**src/rtl/exc_pkg.sv**
```systemverilog
// exc_ctrl shared definitions: exception codes,
// controller FSM states and TCFG field positions.
package exc_pkg;

  localparam logic [5:0] ECODE_INT = 6'h00;
  localparam logic [5:0] ECODE_ALE = 6'h09;
  localparam logic [5:0] ECODE_SYS = 6'h0b;
  localparam logic [5:0] ECODE_BRK = 6'h0c;
  localparam logic [5:0] ECODE_INE = 6'h0d;

  typedef enum logic [1:0] {
    S_IDLE   = 2'd0,
    S_COMMIT = 2'd1,
    S_FLUSH  = 2'd2,
    S_REDIR  = 2'd3
  } exc_state_t;

  localparam int TCFG_EN       = 0;
  localparam int TCFG_PERIODIC = 1;
  localparam int TCFG_INIT_LSB = 2;

endpackage

```
**src/rtl/exc_timer.sv**
```systemverilog
// Constant timer: TCFG load, TVAL countdown, TICLR.
// Drives the timer interrupt status bit ESTAT.IS[11].
module exc_timer
  import exc_pkg::*;
(
  input  logic        clk,
  input  logic        resetn,
  input  logic        tcfg_we,
  input  logic [31:0] tcfg_wdata,
  input  logic        ticlr_clr,
  output logic [31:0] tval,
  output logic        timer_int
);

  logic        en;
  logic        periodic;
  logic [31:0] reload;
  logic [31:0] load_val;
  logic        hit;

  assign load_val = {tcfg_wdata[31:TCFG_INIT_LSB], 2'b00};
  assign hit      = en & ~tcfg_we & (tval == 32'd0);

  // Configuration load and countdown; a write beats the count step
  always_ff @(posedge clk or negedge resetn) begin
    if (!resetn) begin
      en       <= 1'b0;
      periodic <= 1'b0;
      reload   <= '0;
      tval     <= '0;
    end else if (tcfg_we) begin
      en       <= tcfg_wdata[TCFG_EN];
      periodic <= tcfg_wdata[TCFG_PERIODIC];
      reload   <= load_val;
      tval     <= load_val;
    end else if (en) begin
      if (tval == 32'd0) begin
        if (periodic) tval <= reload;
        else          en   <= 1'b0;
      end else begin
        tval <= tval - 32'd1;
      end
    end
  end

  // Interrupt status; expiry in the same cycle beats a clear
  always_ff @(posedge clk or negedge resetn) begin
    if (!resetn)        timer_int <= 1'b0;
    else if (hit)       timer_int <= 1'b1;
    else if (ticlr_clr) timer_int <= 1'b0;
  end

endmodule

```
**src/rtl/exc_ctrl.sv**
```systemverilog
// Exception/interrupt controller between WB and the CSR file.
// Optional constant timer enabled by EXC_CTRL_TIMER_EN.
module exc_ctrl
  import exc_pkg::*;
#(
  parameter int FLUSH_CYCLES = 2
) (
  input  logic        clk,
  input  logic        resetn,
  input  logic        wb_valid,
  input  logic [31:0] wb_pc,
  input  logic [31:0] wb_vaddr,
  input  logic        wb_exc_ine,
  input  logic        wb_exc_sys,
  input  logic        wb_exc_brk,
  input  logic        wb_exc_ale,
  input  logic        wb_ertn,
  input  logic [7:0]  hw_int,
  input  logic        csr_crmd_ie,
  input  logic [12:0] csr_ecfg_lie,
  input  logic [12:0] csr_estat_is,
  input  logic        tcfg_we,
  input  logic [31:0] tcfg_wdata,
  input  logic        ticlr_clr,
  output logic        ex_commit,
  output logic [5:0]  ex_ecode,
  output logic [8:0]  ex_esubcode,
  output logic [31:0] ex_pc,
  output logic        ex_badv_we,
  output logic [31:0] ex_badv,
  output logic        ertn_commit,
  output logic        flush,
  output logic        redirect,
  output logic        redirect_sel,
  output logic [31:0] tval,
  output logic        timer_int,
  output logic        int_pending,
  output logic        busy
);

  localparam int CW = (FLUSH_CYCLES > 1) ? $clog2(FLUSH_CYCLES) : 1;

  exc_state_t  state_q, state_d;
  logic [CW-1:0] cnt;
  logic [12:0] is_eff;
  logic        any_exc;
  logic        event_go;
  logic        take;
  logic [5:0]  ecode_n;
  logic        sel_ertn;
  logic        sel_ale;
  logic        unused_bits;

`ifdef EXC_CTRL_TIMER_EN
  exc_timer u_timer (
    .clk        (clk),
    .resetn     (resetn),
    .tcfg_we    (tcfg_we),
    .tcfg_wdata (tcfg_wdata),
    .ticlr_clr  (ticlr_clr),
    .tval       (tval),
    .timer_int  (timer_int)
  );
  assign unused_bits = csr_estat_is[11];
`else
  assign tval        = '0;
  assign timer_int   = 1'b0;
  assign unused_bits = ^{csr_estat_is[11], tcfg_we,
                         tcfg_wdata, ticlr_clr};
`endif

  assign is_eff = {csr_estat_is[12], timer_int, csr_estat_is[10],
                   hw_int, csr_estat_is[1:0]};
  assign int_pending = csr_crmd_ie & (|(csr_ecfg_lie & is_eff));
  assign any_exc  = wb_exc_ine | wb_exc_sys | wb_exc_brk | wb_exc_ale;
  assign event_go = wb_valid & (int_pending | any_exc | wb_ertn);
  assign take     = (state_q == S_IDLE) & event_go;

  // Cause selection in fixed priority order
  always_comb begin
    ecode_n  = ECODE_INT;
    sel_ertn = 1'b0;
    sel_ale  = 1'b0;
    if (int_pending)     ecode_n = ECODE_INT;
    else if (wb_exc_ine) ecode_n = ECODE_INE;
    else if (wb_exc_sys) ecode_n = ECODE_SYS;
    else if (wb_exc_brk) ecode_n = ECODE_BRK;
    else if (wb_exc_ale) begin
      ecode_n = ECODE_ALE;
      sel_ale = 1'b1;
    end else begin
      sel_ertn = 1'b1;
    end
  end

  // Sequencer state register
  always_ff @(posedge clk or negedge resetn) begin
    if (!resetn) state_q <= S_IDLE;
    else         state_q <= state_d;
  end

  // Sequencer next state
  always_comb begin
    state_d = state_q;
    unique case (state_q)
      S_IDLE:   if (event_go) state_d = S_COMMIT;
      S_COMMIT: state_d = S_FLUSH;
      S_FLUSH:  if (cnt == '0) state_d = S_REDIR;
      S_REDIR:  state_d = S_IDLE;
      default:  state_d = S_IDLE;
    endcase
  end

  // Counts the cycles spent in FLUSH
  always_ff @(posedge clk or negedge resetn) begin
    if (!resetn)
      cnt <= '0;
    else if (state_q == S_COMMIT)
      cnt <= CW'(FLUSH_CYCLES - 1);
    else if (state_q == S_FLUSH && cnt != '0)
      cnt <= cnt - CW'(1);
  end

  // Registered commit strobes and payload
  always_ff @(posedge clk or negedge resetn) begin
    if (!resetn) begin
      ex_commit    <= 1'b0;
      ertn_commit  <= 1'b0;
      ex_badv_we   <= 1'b0;
      ex_ecode     <= '0;
      ex_pc        <= '0;
      ex_badv      <= '0;
      redirect_sel <= 1'b0;
    end else begin
      ex_commit   <= 1'b0;
      ertn_commit <= 1'b0;
      ex_badv_we  <= 1'b0;
      if (take) begin
        if (sel_ertn) begin
          ertn_commit  <= 1'b1;
          redirect_sel <= 1'b1;
        end else begin
          ex_commit    <= 1'b1;
          ex_ecode     <= ecode_n;
          ex_pc        <= wb_pc;
          redirect_sel <= 1'b0;
          if (sel_ale) begin
            ex_badv_we <= 1'b1;
            ex_badv    <= wb_vaddr;
          end
        end
      end
    end
  end

  assign ex_esubcode = '0;
  assign flush    = (state_q == S_COMMIT) | (state_q == S_FLUSH);
  assign redirect = (state_q == S_REDIR);
  assign busy     = (state_q != S_IDLE);

endmodule
```
**config.mk**
```make
export PLATFORM = sky130hd
export DESIGN_NAME = exc_ctrl
export DESIGN_NICKNAME = d
export VERILOG_FILES = /design/src/rtl/exc_pkg.sv /design/src/rtl/exc_timer.sv /design/src/rtl/exc_ctrl.sv
export SDC_FILE = /design/constraint.sdc
export NUM_CORES = 1
export LEC_CHECK = 0
export CAP_MARGIN = 40
export CORE_AREA = 3 3 101 103
export DETAILED_ROUTE_END_ITERATION = 16
export DIE_AREA = 0 0 104 106
export DONT_BUFFER_PORTS = 1
export PLACE_DENSITY = 0.6
export RECOVER_POWER = 100
export SLEW_MARGIN = 20
export SYNTH_ARGS = -nofsm -noshare
export SYNTH_HDL_FRONTEND = slang
export SYNTH_SLANG_ARGS = --single-unit
```
**constraint.sdc**
```tcl
create_clock -name clk -period 3.1 [get_ports clk]
set_input_delay 0.62 -clock clk [delete_from_list [all_inputs] [get_ports clk]]
set_output_delay 0.62 -clock clk [all_outputs]
set_load 0.03 [all_outputs]
```
==> summary by stage <==
Run status
The run finished, with violations left. The final reports fail on capacitance limit, slew limit.

Place
The pre-CTS worst setup slack is 715.1 ps. The half-perimeter wire length of the detailed placement result is 5104 um. After detailed placement, the design holds a cell count of 374. The placed instances occupy a cell area of 3466 um2. The final weighted congestion in routability-driven placement is 0.7373. The count of input and output buffers is 0.

Layout
For this run, the share of the core covered by cells in the final layout is 38.45%. The number of cells in the finished layout apart from fillers is 391. The layout cell share with drive strength beyond 1 is 11.45%. The signed area change from the synthesized netlist to the final layout is 1.747%. After routing the design area is 3570 um2.

The multi-input gate area in the final layout is 1264 um2. Counting the fill cells in the layout gives 919. In the final layout, flip-flops and latches occupy 1877 um2. The final antenna diode count is 0. The final layout contains 402 nets.

GRT
The wire length of the first global-routing pass is 10920 um. The initial antenna violation count is 0. The global-route usage over all layers is 12.55%. The aggregate global routing overflow is 0. The largest net degree at the start of global routing is 76.

The number of global-route vias before repair is 1913.

Power and ir drop
IR analysis of the VDD net gives a maximum drop of 415.2 uV. In this run the static leakage power is 1.723 nW. The total power consumption of the routed design is 3.873 mW.

The total power density per cell area is 1085 nW/um2.

CTS
The CTS tree is done. Buffers inserted during clock tree synthesis total 9. The CTS clock-pin slew for the worst setup and hold paths is 80 ps. In this run the clock root is driven by a clkbuf_8.

The worst-skew pair later-pin latency is 330 ps. Gates resized during post-CTS repair numbered 0. The TritonCTS sink count is 75.

The clock tree synthesis step divided the H-tree into 3 levels. The clock passes through at most 2 buffers. After clock tree synthesis, the setup repair step added 0 buffers.

Setup path
The nature of the critical path endpoint is a register. STA classifies the critical path startpoint as a register. For the worst flop-to-flop path, the logic depth is 6.

Counting both buffers and inverters, the worst setup path holds a total of 2. The worst register-to-register path has a setup slack of 560 ps. The end of the worst register-to-register path is ex_pc[14]$_DFFE_PN0P_.

The start point of the critical path is state_q[0]$_DFFE_PN0P_. For this run, the slowest stage of the critical path takes 570 ps. Of all nets on the critical path, the largest fanout is 34.

The worst endpoint required time is 3310 ps. The setup path with the least slack is of type register to register. The cell class contributing the biggest share of worst-path delay is simple AND/OR/NAND/NOR gates. Traced cell by cell, the critical path runs through inv_1, ha_1, and2_0, and3_1, buf_4, mux2_1. The slowest stage cell on the critical path is and2_0. STA puts the critical path data arrival time at 2750 ps. In this run the critical register-to-register path is launched from state_q[0]$_DFFE_PN0P_.

Die
In this run the standard cell core region covers 9284 um2. The x dimension of the die is 104 um. The effective utilization at floorplan is 37.79%. The number of cell rows is 35. The die is 106 um tall. During I/O placement, the number of pins put on the boundary was 261. The die outline area is 11020 um2.

Run
The count of maximum capacitance violations is 1.

STA
The final critical path takes up 81.95% of the cycle. The final sum of negative setup slack is 0 ps. Setup repair after global routing left no endpoint under its margin.

The final number of setup-violating endpoints is 0. The final hold violation count is 0. The number of pins with negative max-slew slack in the final report is 76.

The worst setup skew after layout is 9.582 ps. The final worst setup slack is 559.6 ps. The slew of the pin with the lowest slew margin is 1858 ps. The final critical path time including I/O delays and setup is 2540 ps. For this run, the top clock speed supported by timing is 393.6 MHz.

The worst pin sits at a relative slew slack of -23.87%. The tightest hold path in the finished design has a slack of 410.2 ps.

Hold path
The cell depth of the worst min-delay path is 2. The end of the worst hold path is ertn_commit$_DFF_PN0_. The worst hold path begins at wb_ertn. In this run the worst hold path is classified as input pin to register.

Synthesis
Among all cell types in the netlist, the one instantiated most often is dfrtp_1. For this run, asynchronously set or reset flops after synthesis account for 100.0%. The most frequently used flop master after synthesis is dfrtp_1. Counting flops with a built-in enable in the synthesized netlist gives 0.

In the synthesized netlist, the number of instances is 251. The top cell type's share of synthesized area is 53.50%. The number of unique standard cell types used by synthesis is 33. The netlist area before placement is 3508 um2. The leading area contributor after synthesis is dfrtp_1. The number of warnings reported in the yosys synthesis log is 0. After synthesis, the mean cell area works out to 13.98 um2. Counting flops and latches in the post-synthesis netlist gives 75. The part of the Yosys area used for sequential elements is 53.50%. By area the synthesized netlist is led by dfrtp_1 53%, mux2_4 12%, buf_4 9.4%, mux2_1 9.0%, mux2_2 2.2%. By count the netlist is led by 75 x dfrtp_1, 44 x buf_4, 29 x mux2_4, 28 x mux2_1, 9 x a21oi_1.

Route
The DRC violation total after the first TritonRoute iteration is 84. After detailed routing, the total wire length is 6881 um. In this run the remaining antenna-violating nets after routing total 0. The final routed DRC violation total is 0. The routed layout has 1825 vias. The number of vias per cell is 4.668.

The post-detailed-route wirelength per cell is 17.60 um. For this run, the detailed router's first-pass iteration total came to 4.
## worst max-delay path by stage
stage | to | slack (ps) | cells past startpoint
after CTS | ex_pc[3]$_DFFE_PN0P_ | 700 | 6
after global placement | ex_pc[3]$_DFFE_PN0P_ | 760 | 6
final | ex_pc[14]$_DFFE_PN0P_ | 560 | 6
after floorplan | ex_badv[10]$_DFFE_PN0P_ | 820 | 6
after global routing | ex_pc[16]$_DFFE_PN0P_ | 330 | 6
after detailed placement | ex_pc[3]$_DFFE_PN0P_ | 720 | 6
## report_power, final
group | internal [mW] | leakage [nW] | switching (mW) | total [mW]
Sequential | 1.34 | 0.951 | 0.991 | 2.33
Combinational | 0.317 | 0.666 | 0.404 | 0.721
Clock | 0.455 | 0.106 | 0.362 | 0.817
## flip-flops by register name, indices dropped and copies added (netlist names)
signal        flops
ex_ecode          4
redirect_sel      1
ertn_commit       1
state_q           2
ex_badv          32
ex_commit         1
ex_badv_we        1
cnt               1
ex_pc            32
## placed cells by master (no fill, tap or decap), drive strengths merged, types with 4 or more instances in the layout
master and n:
ha 4, conb 44, clkbuf 12, mux2 64, a21oi 9, nor2 6, inv 7, nand2 5
o21ai 4, dfrtp 75
## what timing repair did
item                                   4_1_cts  5_1_grt
endpoints found under the hold margin       75        0
setup endpoints to repair                    0        0
hold buffers                                 1        0
## metal layers
metal / part of all wire [%] / GRT usage, % / vias to the layer above / routed length, um
met5: 0 / 0 / - / 0
met4: 1.0 / 3.704 / 0 / 71
met3: 12 / 6.011 / 6 / 823
met2: 51 / 20.52 / 127 / 3483
met1: 36 / 14.71 / 896 / 2502
li1: - / - / 796 / -
## worst reg2reg max path: stages, from the launching register on
cell and delay, ps:
dfrtp_1 430, inv_1 100, ha_1 270, and2_0 580, and3_1 260, buf_4 390, mux2_1 390
## cells by family after synthesis
| family | Yosys count | synth area share, % |
|---|---|---|
| compound gates | 25 | 5.350 |
| other cells | 1 | 0.1069 |
| mux | 66 | 24.22 |
| flops | 75 | 53.50 |
| buf+inv | 59 | 11.80 |
| simple gates | 21 | 3.602 |
| fa+ha+maj | 4 | 1.427 |
## final cells by class
cell class	instances	share of cell area, %
sequential	75	52.58
clock inverter	6	2.524
clock buffer	10	3.575
tap	129	4.522
multi-input combinational	160	35.40
timing repair buffer	4	0.6660
inverter	7	0.7361
Note: power is estimated with default switching activity, not from simulation.
